### src/rtl/cdb_arbiter_if.sv
// Bundle of the functional-unit request side and the common data bus broadcast
// side of the CDB arbiter.
interface cdb_arbiter_if #(
    parameter int N_REQ   = 4,
    parameter int LABEL_W = 4,
    parameter int DATA_W  = 32,
    parameter int PTR_W   = 3
);
    logic [N_REQ-1:0]         req_valid;
    logic [N_REQ*LABEL_W-1:0] req_label;
    logic [N_REQ*DATA_W-1:0]  req_data;
    logic [N_REQ-1:0]         req_ready;
    logic                     BCEN;
    logic [LABEL_W-1:0]       BClabel;
    logic [DATA_W-1:0]        BCdata;
    logic [PTR_W-1:0]         grant_id;

    // Functional units and broadcast consumers.
    modport master (
        output req_valid, req_label, req_data,
        input  req_ready, BCEN, BClabel, BCdata, grant_id
    );

    // The arbiter itself.
    modport slave (
        input  req_valid, req_label, req_data,
        output req_ready, BCEN, BClabel, BCdata, grant_id
    );
endinterface

### src/rtl/cdb_arbiter.sv
// Common Data Bus arbiter: one-entry result buffer per functional unit and a
// round-robin grant of the single broadcast bus per cycle.
module cdb_arbiter #(
    parameter int N_REQ   = 4,
    parameter int LABEL_W = 4,
    parameter int DATA_W  = 32,
    parameter int PTR_W   = 3
) (
    input  logic         clk,
    input  logic         nRST,
    cdb_arbiter_if.slave bus
);
    logic [N_REQ-1:0]   buf_valid_r;
    logic [LABEL_W-1:0] buf_label_r [N_REQ];
    logic [DATA_W-1:0]  buf_data_r  [N_REQ];
    logic [PTR_W-1:0]   rr_ptr_r;

    logic               bcen_r;
    logic [LABEL_W-1:0] bclabel_r;
    logic [DATA_W-1:0]  bcdata_r;
    logic [PTR_W-1:0]   grant_id_r;

    logic [N_REQ-1:0]   grant_s;
    logic               win_s;
    logic [PTR_W-1:0]   win_id_s;
    logic [PTR_W-1:0]   rr_next_s;
    logic [LABEL_W-1:0] sel_label_s;
    logic [DATA_W-1:0]  sel_data_s;
    logic [N_REQ-1:0]   req_ready_s;
    logic [N_REQ-1:0]   accept_s;

    // Round-robin search over buffered entries only, starting at rr_ptr.
    always_comb begin
        logic [PTR_W:0]     idx;
        logic [N_REQ-1:0]   shifted;
        logic               hit;
        win_s    = 1'b0;
        win_id_s = {PTR_W{1'b0}};
        idx      = {(PTR_W+1){1'b0}};
        shifted  = {N_REQ{1'b0}};
        hit      = 1'b0;
        for (int k = 0; k < N_REQ; k++) begin
            idx      = {1'b0, rr_ptr_r} + (PTR_W+1)'(k);
            idx      = (idx >= (PTR_W+1)'(N_REQ)) ? (idx - (PTR_W+1)'(N_REQ)) : idx;
            shifted  = buf_valid_r >> idx;
            hit      = ~win_s & shifted[0];
            win_id_s = hit ? idx[PTR_W-1:0] : win_id_s;
            win_s    = win_s | hit;
        end
        grant_s   = win_s ? ({{(N_REQ-1){1'b0}}, 1'b1} << win_id_s) : {N_REQ{1'b0}};
        rr_next_s = (win_id_s == PTR_W'(N_REQ-1)) ? {PTR_W{1'b0}} : (win_id_s + {{(PTR_W-1){1'b0}}, 1'b1});
    end

    // Winner's buffered result, selected by one-hot grant.
    always_comb begin
        sel_label_s = {LABEL_W{1'b0}};
        sel_data_s  = {DATA_W{1'b0}};
        for (int i = 0; i < N_REQ; i++) begin
            sel_label_s = grant_s[i] ? buf_label_r[i] : sel_label_s;
            sel_data_s  = grant_s[i] ? buf_data_r[i]  : sel_data_s;
        end
    end

    // A granted buffer can be refilled on the same edge it is freed.
    always_comb begin
        req_ready_s = {N_REQ{nRST}} & (~buf_valid_r | grant_s);
        accept_s    = bus.req_valid & req_ready_s;
    end

    // Buffers, pointer and registered broadcast outputs.
    always_ff @(posedge clk) begin
        if (!nRST) begin
            buf_valid_r <= {N_REQ{1'b0}};
            rr_ptr_r    <= {PTR_W{1'b0}};
            bcen_r      <= 1'b0;
            bclabel_r   <= {LABEL_W{1'b0}};
            bcdata_r    <= {DATA_W{1'b0}};
            grant_id_r  <= {PTR_W{1'b0}};
            for (int i = 0; i < N_REQ; i++) begin
                buf_label_r[i] <= {LABEL_W{1'b0}};
                buf_data_r[i]  <= {DATA_W{1'b0}};
            end
        end else begin
            bcen_r <= win_s;
            if (win_s) begin
                bclabel_r  <= sel_label_s;
                bcdata_r   <= sel_data_s;
                grant_id_r <= win_id_s;
                rr_ptr_r   <= rr_next_s;
            end else begin
                bclabel_r  <= bclabel_r;
                bcdata_r   <= bcdata_r;
                grant_id_r <= grant_id_r;
                rr_ptr_r   <= rr_ptr_r;
            end
            // Label 0 is a bus error: the handshake completes but nothing is stored.
            for (int i = 0; i < N_REQ; i++) begin
                if (accept_s[i] && (bus.req_label[i*LABEL_W +: LABEL_W] != {LABEL_W{1'b0}})) begin
                    buf_valid_r[i] <= 1'b1;
                    buf_label_r[i] <= bus.req_label[i*LABEL_W +: LABEL_W];
                    buf_data_r[i]  <= bus.req_data[i*DATA_W +: DATA_W];
                end else if (grant_s[i]) begin
                    buf_valid_r[i] <= 1'b0;
                end else begin
                    buf_valid_r[i] <= buf_valid_r[i];
                end
            end
        end
    end

    assign bus.req_ready = req_ready_s;
    assign bus.BCEN      = bcen_r;
    assign bus.BClabel   = bclabel_r;
    assign bus.BCdata    = bcdata_r;
    assign bus.grant_id  = grant_id_r;
endmodule

### src/flat_wrapper.sv
// flat-port wrapper written by rule: the top's interface ports become plain ports
module cdb_arbiter_flat 
#(
    parameter int N_REQ   = 4,
    parameter int LABEL_W = 4,
    parameter int DATA_W  = 32,
    parameter int PTR_W   = 3
)
  (clk, nRST, bus_req_valid, bus_req_label, bus_req_data, bus_req_ready, bus_BCEN, bus_BClabel, bus_BCdata, bus_grant_id);
  cdb_arbiter_if #(.N_REQ(N_REQ), .LABEL_W(LABEL_W), .DATA_W(DATA_W), .PTR_W(PTR_W)) bus_i ();
  input  logic clk;
  input  logic nRST;
  input wire logic [$bits(bus_i.req_valid)-1:0] bus_req_valid;
  input wire logic [$bits(bus_i.req_label)-1:0] bus_req_label;
  input wire logic [$bits(bus_i.req_data)-1:0] bus_req_data;
  output wire logic [$bits(bus_i.req_ready)-1:0] bus_req_ready;
  output wire logic [$bits(bus_i.BCEN)-1:0] bus_BCEN;
  output wire logic [$bits(bus_i.BClabel)-1:0] bus_BClabel;
  output wire logic [$bits(bus_i.BCdata)-1:0] bus_BCdata;
  output wire logic [$bits(bus_i.grant_id)-1:0] bus_grant_id;
  assign bus_i.req_valid = bus_req_valid;
  assign bus_i.req_label = bus_req_label;
  assign bus_i.req_data = bus_req_data;
  assign bus_req_ready = bus_i.req_ready;
  assign bus_BCEN = bus_i.BCEN;
  assign bus_BClabel = bus_i.BClabel;
  assign bus_BCdata = bus_i.BCdata;
  assign bus_grant_id = bus_i.grant_id;
  cdb_arbiter #(.N_REQ(N_REQ), .LABEL_W(LABEL_W), .DATA_W(DATA_W), .PTR_W(PTR_W)) u_core (.clk(clk), .nRST(nRST), .bus(bus_i));
endmodule
### config.mk
export PLATFORM = sky130hd
export DESIGN_NAME = cdb_arbiter_flat
export DESIGN_NICKNAME = d
export VERILOG_FILES = /design/src/rtl/cdb_arbiter_if.sv /design/src/rtl/cdb_arbiter.sv /design/src/flat_wrapper.sv
export SDC_FILE = /design/constraint.sdc
export NUM_CORES = 1
export LEC_CHECK = 0
export BUFFER_PORTS_ARGS = -buffer_cell sky130_fd_sc_hd__buf_4
export CAP_MARGIN = 20
export CELL_PAD_IN_SITES_DETAIL_PLACEMENT = 2
export CELL_PAD_IN_SITES_GLOBAL_PLACEMENT = 2
export CORE_MARGIN = 1
export CORE_UTILIZATION = 38
export DETAILED_ROUTE_END_ITERATION = 16
export PLACE_DENSITY_LB_ADDON = 0.08
export SYNTH_ARGS = -nofsm -noshare
export SYNTH_HDL_FRONTEND = slang
export SYNTH_SLANG_ARGS = --single-unit
### constraint.sdc
create_clock -name clk -period 15.8 [get_ports clk]
set_input_delay 1.58 -clock clk [delete_from_list [all_inputs] [get_ports clk]]
set_output_delay 1.58 -clock clk [all_outputs]
set_load 0.01 [all_outputs]
==> results of run 1 <==
power breakdown:
part	switching [mW]	internal, mW
Clock	0.216	0.210
Combinational	0.579	0.326
Sequential	0.0495	0.658
flip-flops by register name (all words and copies together), names as in the netlist:
| name | cells |
|---|---|
| u_core.bus.BCdata | 32 |
| u_core.buf_data_r | 128 |
| u_core.buf_valid_r | 4 |
| u_core.buf_label_r | 16 |
| u_core.bus.grant_id | 3 |
| u_core.rr_ptr_r | 3 |
| u_core.bus.BClabel | 4 |
| u_core.bus.BCEN | 1 |
worst max path at each step:
stage,startpoint,end,cells past startpoint
final,u_core.rr_ptr_r[0]$_SDFFE_PN0P_,bus_req_ready[1],14
after CTS,u_core.rr_ptr_r[0]$_SDFFE_PN0P_,bus_req_ready[1],14
after floorplan,u_core.rr_ptr_r[0]$_SDFFE_PN0P_,u_core.buf_data_r[2][0]$_SDFFCE_PN0P_,15
after global placement,u_core.rr_ptr_r[0]$_SDFFE_PN0P_,bus_req_ready[1],13
after global routing,u_core.rr_ptr_r[0]$_SDFFE_PN0P_,bus_req_ready[1],14
after detailed placement,u_core.rr_ptr_r[0]$_SDFFE_PN0P_,bus_req_ready[1],14
metrics by stage:
step	worst slack (ns)	instances	utilization [%]
3_3_place_gp	9.717	1174	45.51
6_report	8.910	1209	48.38
3_5_place_dp	9.524	1176	45.72
5_1_grt	8.647	1208	48.36
4_1_cts	8.891	1207	48.24
2_1_floorplan	9.735	754	-
cell type report:
| cell class | count | share of cell area (%) |
|---|---|---|
| repair buffers | 201 | 14.30 |
| flip-flops and latches | 191 | 48.22 |
| multi-input cells | 491 | 28.67 |
| diodes | 1 | 0.02292 |
| clock inverters | 14 | 1.318 |
| inverters | 9 | 0.3094 |
| well taps | 285 | 3.266 |
| clock buffers | 17 | 3.896 |
cell families (layout without fill, tap and decap cells):
| family | after synthesis | count (layout) | share of synthesized area (%) |
|---|---|---|---|
| and+or+nand+nor | 293 | 293 | 18.09 |
| muxes | 6 | 6 | 1.034 |
| DFF | 191 | 191 | 60.41 |
| buffers and inverters | 72 | 241 | 4.450 |
| AOI/OAI and AO/OA | 186 | 186 | 15.16 |
| other | 0 | 1 | 0 |
| adders and majority gates | 6 | 6 | 0.8613 |
per-layer routing:
metal / routed length, um / share of wire (%) / vias up / GRT usage, %
li1: - / - / 3058 / -
met1: 12560 / 44 / 3371 / 31.85
met2: 13950 / 49 / 193 / 41.68
met3: 1177 / 4.2 / 33 / 3.714
met4: 547 / 1.9 / 0 / 7.762
met5: 0 / 0 / - / 0
worst max-delay path, stage by stage (launching register included):
cell and delay (ns):
dfxtp_1 0.68, inv_1 0.18, ha_1 0.48, nor2_1 0.17, a21oi_1 0.08, o2bb2ai_2 0.48, and2_1 0.28, nand2_1 0.12
mux2_2 0.27, ha_2 0.67, inv_1 0.60, buf_16 0.33, o21ai_0 0.20, and2_1 0.17, buf_4 0.12
Yosys cell counts, types with 3 or more instances:
cell and number:
nand2_1 82, and2_1 119, buf_2 10, a21boi_0 7, o211a_1 40, clkbuf_1 30
o211ai_1 37, a21oi_1 74, o21a_1 3, ha_1 6, o21ai_0 10, and3_1 34
inv_1 9, edfxtp_1 144, mux2i_1 3, or4_1 4, a31oi_1 4, dfxtp_1 47
nand3_1 39, buf_6 14, nor2_1 7, o2111a_2 3, buf_1 9
==> impl_metrics.toml, run 1 <==
[run_status]
status = "complete, no violations"

[min_path]
hp-class = "reg -> reg"
hold_end = "u_core.bus.grant_id[2]$_SDFFE_PN0P_"
worstHoldPathCells = 1
hp-start = "u_core.bus.grant_id[2]$_SDFFE_PN0P_"

[global_routing]
antenna_found_initial = 1
overflow = 0
grt_use_total_pct = 24.42
grt_start_max_net_pins = 76
grt_pass1_wl_um = 42770
grt_pass1_vias = 7214

[power_and_ir_drop]
cellLeakagePower_nw = 4.683
peakVddDrop_uv = 114.0
p_total_mw = 2.038
p_per_area_nw_per_um2 = 186.7

[setup_path]
start_kind = "flip-flop"
reg2reg_from = "u_core.rr_ptr_r[0]$_SDFFE_PN0P_"
ff2ff_path_depth = 15
endpoint_kind = "output pin"
required_ns = 14.22
crit_type = "reg -> out"
cp.arrival_ns = 5.31
r2r-end = "u_core.buf_data_r[1][9]$_SDFFCE_PN0P_"
cp_max_fo = 37
r2r_slack_ns = 9.95

[drt]
post_drt_wl_per_cell_um = 23.35
drt_first_pass_iters = 6
dr_total_vias = 6655
vias_per_cell = 5.505
drt_wl_total_um = 28240
drcViolationCount = 0
ant_nets = 0
drt_iter0_drc = 310

[timing]
period_share_pct = 43.61
grt_setup_unrepaired = "no"
finalHoldViolations = 0
min_period_ns = 6.890
max_freq_mhz = 145.1
finalSetupViolCount = 0
setup_tns_ns = 0
slew_headroom_pct = 34.41
whs_ns = 0.4882
skew_ns = 0.01801
slew_viol_final = 0
tightest_slew_ns = 0.9839

[synthesis]
ys_ff_latch = 191
syn_inst = 754
yosysWarnings = 0
async_flop_share_pct = 0
synth_area_um2 = 8716
synthTopCellsByArea = "edfxtp_1 (50%), dfxtp_1 (11%), and2_1 (8.5%)"
synth_top_cell_by_area = "edfxtp_1"
synth_top_area_share_pct = 49.61
synth_edf_count = 144
synth.distinct_cells = 40
yosysSeqAreaShare_pct = 60.41
syn_avg_cell_area_um2 = 11.56
synth_flop_cell = "edfxtp_1"
synth_fp_nets = 910

[final_layout]
layout_commonest_cell = "buf_4"
nFillCells = 2279
drive_gt1_share_pct = 27.19
finalInstanceArea_um2 = 10920
multi_input_area_um2 = 3131
nets = 1067
synthToLayoutAreaGrowth_pct = 25.28
regArea_um2 = 5265
final_cell_mix = "buf_4 (198), edfxtp_1 (144), and2_1 (119), nand2_1 (82), a21oi_1 (74)"

[placed_design]
placed_area_um2 = 10320
gp_congestion = 0.8553
portBuffers = 193
hpwl_um = 19470

[die]
fp.dieW_um = 153.4
fp-row-count = 55
dieHeight_um = 153.4
core_um2 = 22570
start_util_pct = 38.61
ios = 194
dieArea_um2 = 23550

[cts]
post_cts_resized = 0
tritoncts = "built"
root_buffer = "clkbuf_16"
clock_latency_ns = 0.45
cts_buffer_depth = 2
holdBufCountCts = 0
cts_max_level = 4
cts-buffers-inserted = 17
cts_setup_buffers = 0
clk_pin_slew_worst_paths_ns = 0.07
clock-sinks = 191

[flow_run]
cap_violations = 0
Note: power is estimated with default switching activity, not from simulation.
==> inputs of run 2 (changes only) <==
- ABC_AREA: default -> 1
- CORE_UTILIZATION: 38 -> 32
- clock period: 15.8 -> 7.1 ns (I/O delays scaled with it)
==> impl_metrics.toml, run 2 <==
[placed_design]
portBuffers = 193
hpwl_um = 20600
gp_congestion = 0.7491

[final_layout]
final_util_pct = 40.49
regArea_um2 = 5265
largest_reg_flops = 128
final_cell_mix = "inv_1 (264), buf_4 (203), nand2_1 (186), nor2_1 (157), edfxtp_1 (144)"
synthToLayoutAreaGrowth_pct = 23.67
drive_gt1_share_pct = 21.63
nets = 1447
antenna_cells = 0
nFillCells = 3306
top_register = "u_core.buf_data_r"
multi_input_area_um2 = 2815
layout_commonest_cell = "inv_1"

[power_and_ir_drop]
p_per_area_nw_per_um2 = 453.4
cellLeakagePower_nw = 5.726
peakVddDrop_uv = 485.1

[die]
fp.dieW_um = 174.1
dieArea_um2 = 30300
start_util_pct = 32.74
fp-row-count = 62
core_um2 = 28940
ios = 194
dieHeight_um = 174.1

[cts]
clock_latency_ns = 0.44
holdBufCountCts = 0
clock-sinks = 191
cts_buffer_depth = 2
post_cts_resized = 0
root_buffer = "clkbuf_16"
tritoncts = "built"
cts_max_level = 4
cts-buffers-inserted = 17
clk_pin_slew_worst_paths_ns = 0.08
cts_setup_buffers = 0

[synthesis]
synthTopCellsByArea = "edfxtp_1 (46%), inv_1 (11%), dfxtp_1 (9.9%)"
syn_avg_cell_area_um2 = 8.392
async_flop_share_pct = 0
ys_ff_latch = 191
yosysSeqAreaShare_pct = 55.57
synthTopCellsByCount = "inv_1 (266), nand2_1 (187), nor2_1 (157), edfxtp_1 (144), nand3_1 (121)"
syn_inst = 1129
synth.distinct_cells = 31
synth_top_area_share_pct = 45.64
yosysWarnings = 0
synth_area_um2 = 9474
synth_most_common_cell = "inv_1"
synth_flop_cell = "edfxtp_1"
synth_fp_nets = 1285
synth_edf_count = 144
synth_top_cell_by_area = "edfxtp_1"

[timing]
grt_setup_unrepaired = "no"
tightest_slew_ns = 0.8693
slew_headroom_pct = 41.84
period_share_pct = 71.42
max_freq_mhz = 197.2
finalSetupViolCount = 0
min_period_ns = 5.071
finalHoldViolations = 0
setup_tns_ns = 0
skew_ns = 0.01233
slew_viol_final = 0
whs_ns = 0.4448

[global_routing]
grt_pass1_vias = 8170
grt_use_total_pct = 19.06
grt_start_max_net_pins = 84
grt_pass1_wl_um = 44630
antenna_found_initial = 0
overflow = 0

[drt]
drt_first_pass_iters = 4
vias_per_cell = 4.480
drcViolationCount = 0
met3WireLength_um = 1145
ant_nets = 0
dr_total_vias = 7562
post_drt_wl_per_cell_um = 16.53
highest_layer = "met4"
drt_iter0_drc = 372
drt_wl_total_um = 27900
wl_met1_um = 14110
dr_wl_met2_um = 12290

[setup_path]
crit_type = "reg -> reg"
worstPathCellList = "inv_4, ha_1, inv_1, nand3_1, nand2_1, nand2_1, nand2_1, inv_1, nand2_1, o21ai_0, a21oi_1, nand2_1, inv_1, ha_2, buf_4, nand2_2, a21oi_4, nand3b_4, nand2_1, buf_4"
path_delay_family = "simple AND/OR/NAND/NOR gates"
cp_common_cell = "nand2_1"
required_ns = 7.19
cp_max_fo = 73
endpoint_kind = "flip-flop"
crit_path_max_incr_delay_ns = 0.60
cp_slowest_cell = "dfxtp_1"
cp.arrival_ns = 5.16
start_kind = "flip-flop"
cp_num_buf_inv = 6

[run_status]
status = "complete, no violations"

[min_path]
hp-class = "reg -> reg"

[flow_run]
cap_violations = 0
==> run 2: cell type report <==
cell class | count | share of cell area [%]
Clock buffer | 18 | 3.663
Clock inverter | 14 | 1.431
Inverter | 275 | 8.832
Multi-Input combinational cell | 603 | 24.03
Sequential cell | 191 | 44.94
Tap cell | 384 | 4.101
Timing Repair Buffer | 203 | 13.01
==> run 2: where the power goes <==
part           internal, mW  switching (mW)  leakage, nW  total [mW]
registers              1.41          0.0869         1.91        1.49
logic                 0.820            2.02         3.53        2.84
clock network         0.505           0.479        0.289       0.984
total                  2.73            2.58         5.73        5.31
==> run 2: path summary, 6_finish.rpt <==
kind                                                           from                                endpoint  slack [ns]  depth (start not counted)
worst min-delay path            u_core.bus.grant_id[2]$_SDFFE_PN0P_     u_core.bus.grant_id[2]$_SDFFE_PN0P_        0.44                          2
worst max-delay path                u_core.rr_ptr_r[0]$_SDFFE_PN0P_  u_core.buf_data_r[1][23]$_SDFFCE_PN0P_        2.03                         20
worst min register to register  u_core.bus.grant_id[2]$_SDFFE_PN0P_     u_core.bus.grant_id[2]$_SDFFE_PN0P_        0.44                          2
worst max register to register      u_core.rr_ptr_r[0]$_SDFFE_PN0P_  u_core.buf_data_r[1][23]$_SDFFCE_PN0P_        2.03                         20
==> run 2: per-layer routing <==
layer,global-route usage (%),vias up
li1,-,3779
met1,28.19,3591
met2,29.02,172
met3,2.515,20
met4,5.263,0
met5,0,-
==> run 2: kinds of logic (layout without fill, tap and decap cells) <==
| family | count (synthesis) | in the layout | synth area share, % |
|---|---|---|---|
| compound gates | 88 | 88 | 5.230 |
| fa+ha+maj | 6 | 6 | 0.7924 |
| buf+inv | 335 | 510 | 14.86 |
| flops | 191 | 191 | 55.57 |
| simple gates | 509 | 509 | 23.55 |
==> run 2: per-stage QoR <==
stage	instances	area, um2	total power [mW]	setup slack, ns
after floorplan	1129	9474	3.521	3.066
after global placement	1656	11120	4.276	2.209
after detailed placement	1656	11120	4.364	1.989
after CTS	1688	11720	5.392	1.959
after global routing	1688	11720	5.743	1.525
final	1688	11720	5.312	2.029
==> run 2: tightest hold or removal path: stages, from the launching register on <==
cell and delay [ns]:
dfxtp_1 0.32, nand2_1 0.05, nor2_1 0.04
